**config.mk**
```make
export PLATFORM = sky130hd
export DESIGN_NAME = scoreboard_regfile_flat
export DESIGN_NICKNAME = d
export VERILOG_FILES = /design/src/rtl/scoreboard_regfile_pkg.sv /design/src/rtl/scoreboard_regfile_if.sv /design/src/rtl/scoreboard_regfile_bypass_mux.sv /design/src/rtl/scoreboard_regfile.sv /design/src/flat_wrapper.sv
export SDC_FILE = /design/constraint.sdc
export NUM_CORES = 2
export LEC_CHECK = 0
export BUFFER_PORTS_ARGS = -buffer_cell sky130_fd_sc_hd__buf_2
export CORE_MARGIN = 3
export CORE_UTILIZATION = 40
export DETAILED_ROUTE_END_ITERATION = 16
export PLACE_DENSITY = 0.69
export SKIP_LAST_GASP = 1
export SLEW_MARGIN = 20
export SYNTH_ARGS = -nofsm -noshare
export SYNTH_HDL_FRONTEND = slang
export SYNTH_SLANG_ARGS = --single-unit
export TNS_END_PERCENT = 10
```
**constraint.sdc**
```tcl
create_clock -name clk -period 5 [get_ports clk]
set_input_delay 1.5 -clock clk [delete_from_list [all_inputs] [get_ports clk]]
set_output_delay 1.5 -clock clk [all_outputs]
set_load 0.05 [all_outputs]
```
**src/rtl/scoreboard_regfile_pkg.sv**
```systemverilog
// Shared types and default parameters for the scoreboarded register file.
// rv32i_types carries the RV32I-sized word and register index.
package rv32i_types;
    typedef logic [31:0] rv32i_word;
    typedef logic [4:0]  rv32i_reg_idx;
endpackage

package scoreboard_regfile_pkg;
    import rv32i_types::*;

    localparam int DEF_WIDTH = $bits(rv32i_word);
    localparam int DEF_DEPTH = 2 ** $bits(rv32i_reg_idx);
    localparam int DEF_NRD   = 2;
    localparam int DEF_NWR   = 2;
endpackage

```
**src/rtl/scoreboard_regfile_if.sv**
```systemverilog
// Bundle of write, read, issue and status signals for scoreboard_regfile.
// The master drives writes/reads/issues; the slave is the register file.
interface scoreboard_regfile_if
    import scoreboard_regfile_pkg::*;
#(
    parameter int WIDTH = DEF_WIDTH,
    parameter int DEPTH = DEF_DEPTH,
    parameter int NRD   = DEF_NRD,
    parameter int NWR   = DEF_NWR
);
    localparam int AW = $clog2(DEPTH);

    logic [NWR-1:0]            we;
    logic [NWR-1:0][AW-1:0]    waddr;
    logic [NWR-1:0][WIDTH-1:0] wdata;
    logic [NRD-1:0][AW-1:0]    raddr;
    logic [NRD-1:0][WIDTH-1:0] rdata;
    logic [NRD-1:0]            rbusy;
    logic                      issue_valid;
    logic [AW-1:0]             issue_rd;
    logic [AW:0]               busy_count;

    modport master (
        output we, waddr, wdata, raddr, issue_valid, issue_rd,
        input  rdata, rbusy, busy_count
    );

    modport slave (
        input  we, waddr, wdata, raddr, issue_valid, issue_rd,
        output rdata, rbusy, busy_count
    );
endinterface

```
**src/rtl/scoreboard_regfile_bypass_mux.sv**
```systemverilog
// Priority select over the write ports for one read port: the
// highest-numbered matching port supplies the forwarded data.
module regfile_bypass_mux #(
    parameter int WIDTH = 32,
    parameter int NWR   = 2
) (
    input  logic [NWR-1:0]            i_match,
    input  logic [NWR-1:0][WIDTH-1:0] i_wdata,
    output logic                      o_hit,
    output logic [WIDTH-1:0]          o_data
);
    // NOTE: every output gets a default before the loop so no latch is inferred.
    always_comb begin
        o_hit  = 1'b0;
        o_data = '0;
        for (int i = 0; i < NWR; i++) begin
            if (i_match[i]) begin
                o_hit  = 1'b1;
                o_data = i_wdata[i];
            end
        end
    end
endmodule

```
**src/rtl/scoreboard_regfile.sv**
```systemverilog
// Multi-port register file with a per-register busy scoreboard and counter.
// Define REGFILE_BYPASS_EN to forward same-cycle writes to the read ports.
module scoreboard_regfile
    import scoreboard_regfile_pkg::*;
#(
    parameter int WIDTH = DEF_WIDTH,
    parameter int DEPTH = DEF_DEPTH,
    parameter int NRD   = DEF_NRD,
    parameter int NWR   = DEF_NWR
) (
    input  logic               clk,
    input  logic               rst,
    scoreboard_regfile_if.slave bus
);
    localparam int AW = $clog2(DEPTH);

    logic [WIDTH-1:0] r_regs [DEPTH];
    logic [DEPTH-1:0] r_busy;
    logic [DEPTH-1:0] w_busy_next;
    logic [AW:0]      r_busy_count;
    logic [AW:0]      w_count_next;

    // NOTE: the array is reset because reads must show zeros while rst is low.
    always_ff @(posedge clk or negedge rst) begin
        if (!rst) begin
            for (int k = 0; k < DEPTH; k++) r_regs[k] <= '0;
        end else begin
            // NOTE: later non-blocking updates to the same entry override earlier ones, so the top port wins.
            for (int i = 0; i < NWR; i++) begin
                if (bus.we[i] && bus.waddr[i] != '0) r_regs[bus.waddr[i]] <= bus.wdata[i];
            end
        end
    end

    // Writes retire producers first; an issue to the same index re-marks it busy.
    always_comb begin
        w_busy_next = r_busy;
        for (int i = 0; i < NWR; i++) begin
            if (bus.we[i] && bus.waddr[i] != '0) w_busy_next[bus.waddr[i]] = 1'b0;
        end
        if (bus.issue_valid && bus.issue_rd != '0) w_busy_next[bus.issue_rd] = 1'b1;
    end

    always_comb begin
        w_count_next = '0;
        for (int k = 0; k < DEPTH; k++) begin
            w_count_next = w_count_next + (AW+1)'(w_busy_next[k]);
        end
    end

    always_ff @(posedge clk or negedge rst) begin
        if (!rst) begin
            r_busy       <= '0;
            r_busy_count <= '0;
        end else begin
            r_busy       <= w_busy_next;
            r_busy_count <= w_count_next;
        end
    end

    for (genvar j = 0; j < NRD; j++) begin : g_rd
        logic [NWR-1:0]   w_match;
        logic             w_hit;
        logic [WIDTH-1:0] w_fwd;

        always_comb begin
            w_match = '0;
`ifdef REGFILE_BYPASS_EN
            for (int i = 0; i < NWR; i++) begin
                w_match[i] = bus.we[i] && (bus.waddr[i] == bus.raddr[j]) && (bus.raddr[j] != '0);
            end
`endif
        end

        regfile_bypass_mux #(
            .WIDTH (WIDTH),
            .NWR   (NWR)
        ) u_bypass_mux (
            .i_match (w_match),
            .i_wdata (bus.wdata),
            .o_hit   (w_hit),
            .o_data  (w_fwd)
        );

        assign bus.rdata[j] = w_hit ? w_fwd : r_regs[bus.raddr[j]];
        assign bus.rbusy[j] = w_hit ? (bus.issue_valid && bus.issue_rd == bus.raddr[j])
                                    : r_busy[bus.raddr[j]];
    end

    assign bus.busy_count = r_busy_count;
endmodule

```
**src/flat_wrapper.sv**
```systemverilog
// flat-port wrapper written by rule: the top's interface ports become plain ports
module scoreboard_regfile_flat import scoreboard_regfile_pkg::*;
#(
    parameter int WIDTH = DEF_WIDTH,
    parameter int DEPTH = DEF_DEPTH,
    parameter int NRD   = DEF_NRD,
    parameter int NWR   = DEF_NWR
)
  (clk, rst, bus_we, bus_waddr, bus_wdata, bus_raddr, bus_issue_valid, bus_issue_rd, bus_rdata, bus_rbusy, bus_busy_count);
  scoreboard_regfile_if #(.WIDTH(WIDTH), .DEPTH(DEPTH), .NRD(NRD), .NWR(NWR)) bus_i ();
  input  logic clk;
  input  logic rst;
  input wire logic [$bits(bus_i.we)-1:0] bus_we;
  input wire logic [$bits(bus_i.waddr)-1:0] bus_waddr;
  input wire logic [$bits(bus_i.wdata)-1:0] bus_wdata;
  input wire logic [$bits(bus_i.raddr)-1:0] bus_raddr;
  input wire logic [$bits(bus_i.issue_valid)-1:0] bus_issue_valid;
  input wire logic [$bits(bus_i.issue_rd)-1:0] bus_issue_rd;
  output wire logic [$bits(bus_i.rdata)-1:0] bus_rdata;
  output wire logic [$bits(bus_i.rbusy)-1:0] bus_rbusy;
  output wire logic [$bits(bus_i.busy_count)-1:0] bus_busy_count;
  assign bus_i.we = bus_we;
  assign bus_i.waddr = bus_waddr;
  assign bus_i.wdata = bus_wdata;
  assign bus_i.raddr = bus_raddr;
  assign bus_i.issue_valid = bus_issue_valid;
  assign bus_i.issue_rd = bus_issue_rd;
  assign bus_rdata = bus_i.rdata;
  assign bus_rbusy = bus_i.rbusy;
  assign bus_busy_count = bus_i.busy_count;
  scoreboard_regfile #(.WIDTH(WIDTH), .DEPTH(DEPTH), .NRD(NRD), .NWR(NWR)) u_core (.clk(clk), .rst(rst), .bus(bus_i));
endmodule
```
; ---- After elaboration in Yosys (flattened, before gate mapping)
; Index checks and enable logic that the tools add are counted.
[op_classes]
add_sub_neg = 31
reduce_logical = 11
magnitude_cmp = 14
bitwise_logic = 9
muxes = 27
[op_table]
columns = operator, count
row1 = 1024-bit bitwise mux, 2
row2 = 1024-bit 2-to-1 mux, 2
row3 = 32-bit binary-select mux with 5-bit select, 2
row4 = 32-bit demux with 5-bit select, 2
row5 = 32-bit 2-to-1 mux, 9
row6 = 6-bit by 1-bit adder with 6-bit output, 30
row7 = 32-bit bitwise AND, 2
row8 = 32-bit inverter, 2
row9 = 32-bit OR, 1
row10 = 5-bit by 6-bit less-than comparator with 1-bit output (second input constant), 5
row11 = 6-bit greater-or-equal comparator (second input constant), 4
row12 = 5-bit inverter with 6-bit output, 4
row13 = 1-bit demux with 5-bit select, 3
row14 = 5-bit by 1-bit greater-or-equal comparator with 1-bit output (second input constant), 3
row15 = 5-bit nonzero test, 3
row16 = 6-bit by 1-bit less-than comparator with 1-bit output (second input constant), 2
row17 = 1-bit binary-select mux with 5-bit select, 2
row18 = 1-bit logical AND, 8
row19 = 1-bit 2-to-1 mux, 5
row20 = 1-bit by 1-bit adder with 2-bit output, 1
[word_totals]
in_bits = 94
regBits = 1062
out_inout_bits = 72
elab_cells = 126

; ---- Longest topological paths before layout
[logic_depth]
word_depth = 42
depth_mapped = 23
mapped_depth_nobuf = 20

; ---- Hierarchy
; A second synthesis with hierarchy kept.
[hier_totals]
cells_unflattened = 7315
area_unflattened_um2 = 69875.8
[by_module_without_submodules]
columns = mod, area_per_inst_um2, seq_area_each_um2, cells_per_inst, instances
row1 = scoreboard_regfile, 69140.1, 26575.5, 7225, 1
row2 = regfile_bypass_mux, 367.9, 0.0, 45, 2

; ---- Least setup slack after synthesis
; OpenSTA, ideal clock, no wires.
[synth_timing]
kind = input port to flip-flop
startpoint = input bus_waddr[3]
endpoint = register u_core.r_busy_count[4], in the netlist u_core.bus.busy_count[4]
slack_ns = -2.037
t_required_ns = 4.877
setup_ns = 0.123
path_stages = 18
path_buffers = 1
t_arrival_ns = 6.914
path_cell_list = nor3_2 nand2_1 buf_2 a32o_1 ha_1 fa_1 fa_1 fa_1 fa_1 inv_1 fa_1 fa_1 fa_1 fa_1 inv_1 a21o_1 a21oi_1 xnor2_1
[synth_via]
elab_chain_cells = 42
elab_cells_between_ends = 45
cone_classes = 31 x add/sub / 2 x order compare / 5 x mux / 4 x bitwise / 3 x reduce/logical
[synth_rtl]
columns = item, line
row1 = from (decl), flat_wrapper.sv:14  ; input wire logic [$bits(bus_i.waddr)-1:0] bus_waddr;
row2 = 5-bit by 6-bit less-than comparator with 1-bit output (implied by the code) / 5-bit by 1-bit greater-or-equal comparator with 1-bit output (equally long branches), scoreboard_regfile.sv:39  ; if (bus.we[i] && bus.waddr[i] != '0) w_busy_next[bus.waddr[i]] = 1'b0;
row3 = 1-bit logical AND (implied by the code), scoreboard_regfile.sv:39
row4 = 1-bit 2-to-1 mux (implied by the code), scoreboard_regfile.sv:39
row5 = 1-bit demux with 5-bit select, -
row6 = 32-bit inverter (no line), -
row7 = 32-bit bitwise AND (no line), -
row8 = 32-bit 2-to-1 mux (*), scoreboard_regfile.sv:39
row9 = 32-bit bitwise AND (no line), -
row10 = 32-bit 2-to-1 mux (*), scoreboard_regfile.sv:39
row11 = 32-bit OR (no line), -
row12 = 32-bit 2-to-1 mux (*), scoreboard_regfile.sv:41  ; if (bus.issue_valid && bus.issue_rd != '0) w_busy_next[bus.issue_rd] = 1'b1;
row13 = net u_core.w_busy_next[1], scoreboard_regfile.sv:19  ; logic [DEPTH-1:0] w_busy_next;
row14 = 1-bit by 1-bit adder with 2-bit output (*), scoreboard_regfile.sv:47  ; w_count_next = w_count_next + (AW+1)'(w_busy_next[k]);
row15 = 6-bit by 1-bit adder with 6-bit output (*) (30 in a row), scoreboard_regfile.sv:47
row16 = net u_core.w_count_next[4], scoreboard_regfile.sv:21  ; logic [AW:0] w_count_next;
row17 = to (signal assigned), scoreboard_regfile.sv:57  ; r_busy_count <= w_count_next;
row18 = to (decl), scoreboard_regfile.sv:20  ; logic [AW:0] r_busy_count;
; The timed path passes the listed nets; every way through them passes the cells marked *.

; ---- Worst setup path in the final report
[layout_timing]
startpoint = input bus_waddr[1]
endpoint = register u_core.r_busy_count[4], in the netlist u_core.bus.busy_count[4]
[layout_via]
elab_cells_between_ends = 45
cone_classes = 31 x add/sub / 2 x order compare / 5 x mux / 4 x bitwise / 3 x reduce/logical
[layout_lines]
columns = item, line
row1 = 5-bit by 6-bit less-than comparator with 1-bit output (implied by the code) / 5-bit by 1-bit greater-or-equal comparator with 1-bit output (equally long branches), scoreboard_regfile.sv:39
row2 = 1-bit logical AND (implied by the code), scoreboard_regfile.sv:39
row3 = 1-bit 2-to-1 mux (implied by the code), scoreboard_regfile.sv:39
row4 = 1-bit demux with 5-bit select, -
row5 = 32-bit inverter (no line), -
row6 = 32-bit bitwise AND (no line), -
row7 = 32-bit 2-to-1 mux (*), scoreboard_regfile.sv:39
row8 = 32-bit bitwise AND (no line), -
row9 = 32-bit 2-to-1 mux (*), scoreboard_regfile.sv:39
row10 = 32-bit OR (no line), -
row11 = 32-bit 2-to-1 mux (*), scoreboard_regfile.sv:41
row12 = net u_core.w_busy_next[20], scoreboard_regfile.sv:19
row13 = 6-bit by 1-bit adder with 6-bit output (*) (12 in a row), scoreboard_regfile.sv:47
row14 = net u_core.w_count_next[4], scoreboard_regfile.sv:21
; Marked as above.

==> impl_metrics.tcl <==
set metrics [dict create \
    post_drt_wl_per_cell_um 28.3 \
    crit_top_cell "fa_1" \
    io_buffers 165 \
    synth_edf_count 0 \
    outcome "complete, but fails checks" \
    ff2ff_path_depth 15 \
    grt-ovfl-total 0 \
    final_util 0.460 \
    critPathArrivalTime_ns 6.76 \
    syn_avg_cell_area_um2 9.23 \
    seqPwrFrac 0.394 \
    path_cells "buf_12, nor3b_4, nor2b_4, buf_6, nand2_4, a32o_2, fa_1, inv_1, fa_1, fa_1, inv_2, fa_1, inv_1, fa_1, fa_1, fa_2, fa_2, inv_1, a21o_1, a21oi_2, xnor2_1" \
    clock_sinks 1062 \
    dr.pass1.iters 6 \
    layout.nets 7344 \
    clock_path_buffers 3 \
    drt_iter0_drc 7856 \
    setup_viol 8 \
    cpPeakStageDelay_ns 0.54 \
    drive_gt1_frac 0.123 \
    r2r_start "u_core.r_busy[1]" \
    slew_headroom 0.182 \
    std_cell_rows 150 \
    whs_ns 0.405 \
    finalHoldViolations 0 \
    power_frac_clock 0.287 \
    antenna_found_initial 20 \
    ant_nets 0 \
    grt_pass1_vias 58300 \
    die_area_um2 174000 \
    synth.distinct_cells 45 \
    grt_use_total 0.300 \
    cts_buffers 113 \
    critPathLaunchType "primary input" \
    finalCritPeriodShare 1.23 \
    clkTransAtPathRegs_ns 0.06 \
    crit_fanout 4 \
    hold_class "reg2reg" \
    cts_hold_buf 0 \
    dp.cells 9305 \
    syn_to_final_growth_pct 14.1 \
    routabilityCongestion 0.893 \
    cp_slowest_cell "fa_1" \
    cp-startpoint "bus_waddr[1]" \
    timing.final.crit_period_ns 6.14 \
    rsz0062_at_grt "yes" \
    crit-reg2reg-capture "u_core.bus.busy_count[4]" \
    critical-path-top-delay-family "adder cells" \
    die_height_um 417 \
    final_cells 9530 \
    worst_slack_ns -1.14 \
    mostFrequentLayoutCells "mux2i_1, dfrtp_1, a21oi_1, nand2_1, nor2_1" \
    wirelength_mm 269 \
    clkLatencyLatePin_ns 0.74 \
    power.switching_uw 11200 \
    synth_ff_type "dfrtp_1" \
    synth_area_um2 67500 \
    p_int_uw 21100 \
    crit_cells 21 \
    die_w_um 417 \
    ys_async_sr_fraction 1.00 \
    combPwrFrac 0.319 \
    max_cap_violations 0 \
    power_density_nw_per_um2 420 \
    endpoint_kind "register" \
    crit_type "in2reg" \
    fmax_ghz 0.163 \
    power_uw 32300 \
    cp-endpoint "u_core.bus.busy_count[4]" \
    route.detailed.drc 0 \
    num_io_pins 166 \
    final_common_cell "mux2i_1" \
    ir_worst_vdd_uv 853 \
    via_count 59700 \
    start_util 0.403 \
    required_ns 5.62 \
    synthCells 7310 \
    coreArea_um2 167000 \
    grt_max_degree 113 \
    place_area_um2 72800 \
    leakagePower_uw 0.0390 \
    yosysWarnings 0 \
    tightestPinTransition_ns 1.23 \
    via_per_inst 6.26 \
    stdcell_area_um2 77000 \
    finalClockSkew_ns 0.00878 \
    htreeDepth 3 \
    cts_root_buf "clkbuf_16" \
    slew_viol_final 0 \
    synthesis.nets 7436 \
    cts_tree "yes" \
    r2r_slack_ns -0.14 \
    crit_buf_inv 6 \
    grt_pass1_wl_mm 393 \
    swShare 0.348 \
    dp_hpwl_mm 160 \
    violations "setup timing" \
    synth_seq_cells 1062 \
    ys_seq_area_frac 0.394 \
]
## cell usage after synthesis (5+ instances only)
master	n	area share
a21oi_1	739	0.055
a32o_1	10	0.0015
nor2_1	564	0.031
a22o_1	135	0.018
o21ai_1	22	0.0016
nand2b_1	8	0.00074
nand2_1	766	0.043
o21ai_0	472	0.035
inv_1	39	0.0022
nand3_1	205	0.015
buf_4	52	0.0058
mux2i_1	2023	0.30
nor2b_1	10	0.00093
nand2_2	10	0.00093
a22oi_1	198	0.022
and3_1	6	0.00056
buf_1	52	0.0029
dfrtp_1	1062	0.39
ha_1	8	0.0015
a31oi_1	66	0.0061
buf_2	182	0.013
nor2_2	11	0.0010
a32oi_1	5	0.00065
nor3_1	68	0.0050
clkbuf_1	518	0.029
fa_1	24	0.0071
and2_1	15	0.0014
and3b_1	5	0.00065
## power groups by stage
stage	combinational, uW	clock (uW)	sequential, uW
finish	10300	9280	12700
global route	11500	9660	13000
CTS	10300	9320	12600
detailed placement	10200	0	12800
global placement	10000	0	12600
floorplan	7230	0	12300
## cell families after synthesis
family | Yosys count | share of synthesized area
compound gates | 1653 | 0.140
xor+xnor | 3 | 0.000389
fa+ha+maj | 32 | 0.00860
buf+inv | 846 | 0.0537
flops | 1062 | 0.394
mux | 2023 | 0.300
simple gates | 1691 | 0.103
## routing by layer
layer  part of all wire  wire length (um)  GRT usage  vias to the layer above
li1                   -                 -          -                    25700
met1               0.38            102000      0.380                    29100
met2               0.44            117000      0.453                     3742
met3               0.11             29000     0.0703                     1092
met4              0.078             21100      0.208                       10
met5            0.00023                62          0                        -
## worst min path at each step
stage / start / end / slack [ns] / cells past startpoint
global placement: u_core.r_regs[995] / u_core.r_regs[995] / 0.38 / 0
finish: u_core.r_regs[1012] / u_core.r_regs[1012] / 0.41 / 0
global route: u_core.r_regs[1007] / u_core.r_regs[1007] / 0.42 / 0
floorplan: u_core.r_regs[1000] / u_core.r_regs[1000] / 0.45 / 1
detailed placement: u_core.r_regs[1010] / u_core.r_regs[1010] / 0.39 / 0
CTS: u_core.r_regs[1010] / u_core.r_regs[1010] / 0.40 / 0
## layout make-up
class | count | area [um2]
antenna | 13 | 32.5
clock buffer | 151 | 3140
clock inverter | 59 | 870
fill | 15700 | 90400
inverter | 39 | 146
multi-input combinational | 5402 | 37800
sequential | 1062 | 26600
tap | 2204 | 2760
timing repair buffer | 600 | 5630
## stage by stage
step	worst slack [ns]	setup TNS, ns
finish	-1.14	-5.76
global route	-1.33	-6.90
CTS	-1.10	-5.40
detailed placement	-2.03	-11.10
global placement	-2.04	-11.08
floorplan	-1.77	-9.31
## what timing repair did
action	4_1_cts	5_1_grt
setup endpoints to repair	6	10
endpoints found under the hold margin	0	0
gates resized for setup	33	2
pin swaps	27	0
buffers inserted	2	0
## flip-flops by register name, indices dropped and copies added (netlist names)
signal                 cells
u_core.r_busy             32
u_core.r_regs           1024
u_core.bus.busy_count      6
(Power assumes the default switching activity.)
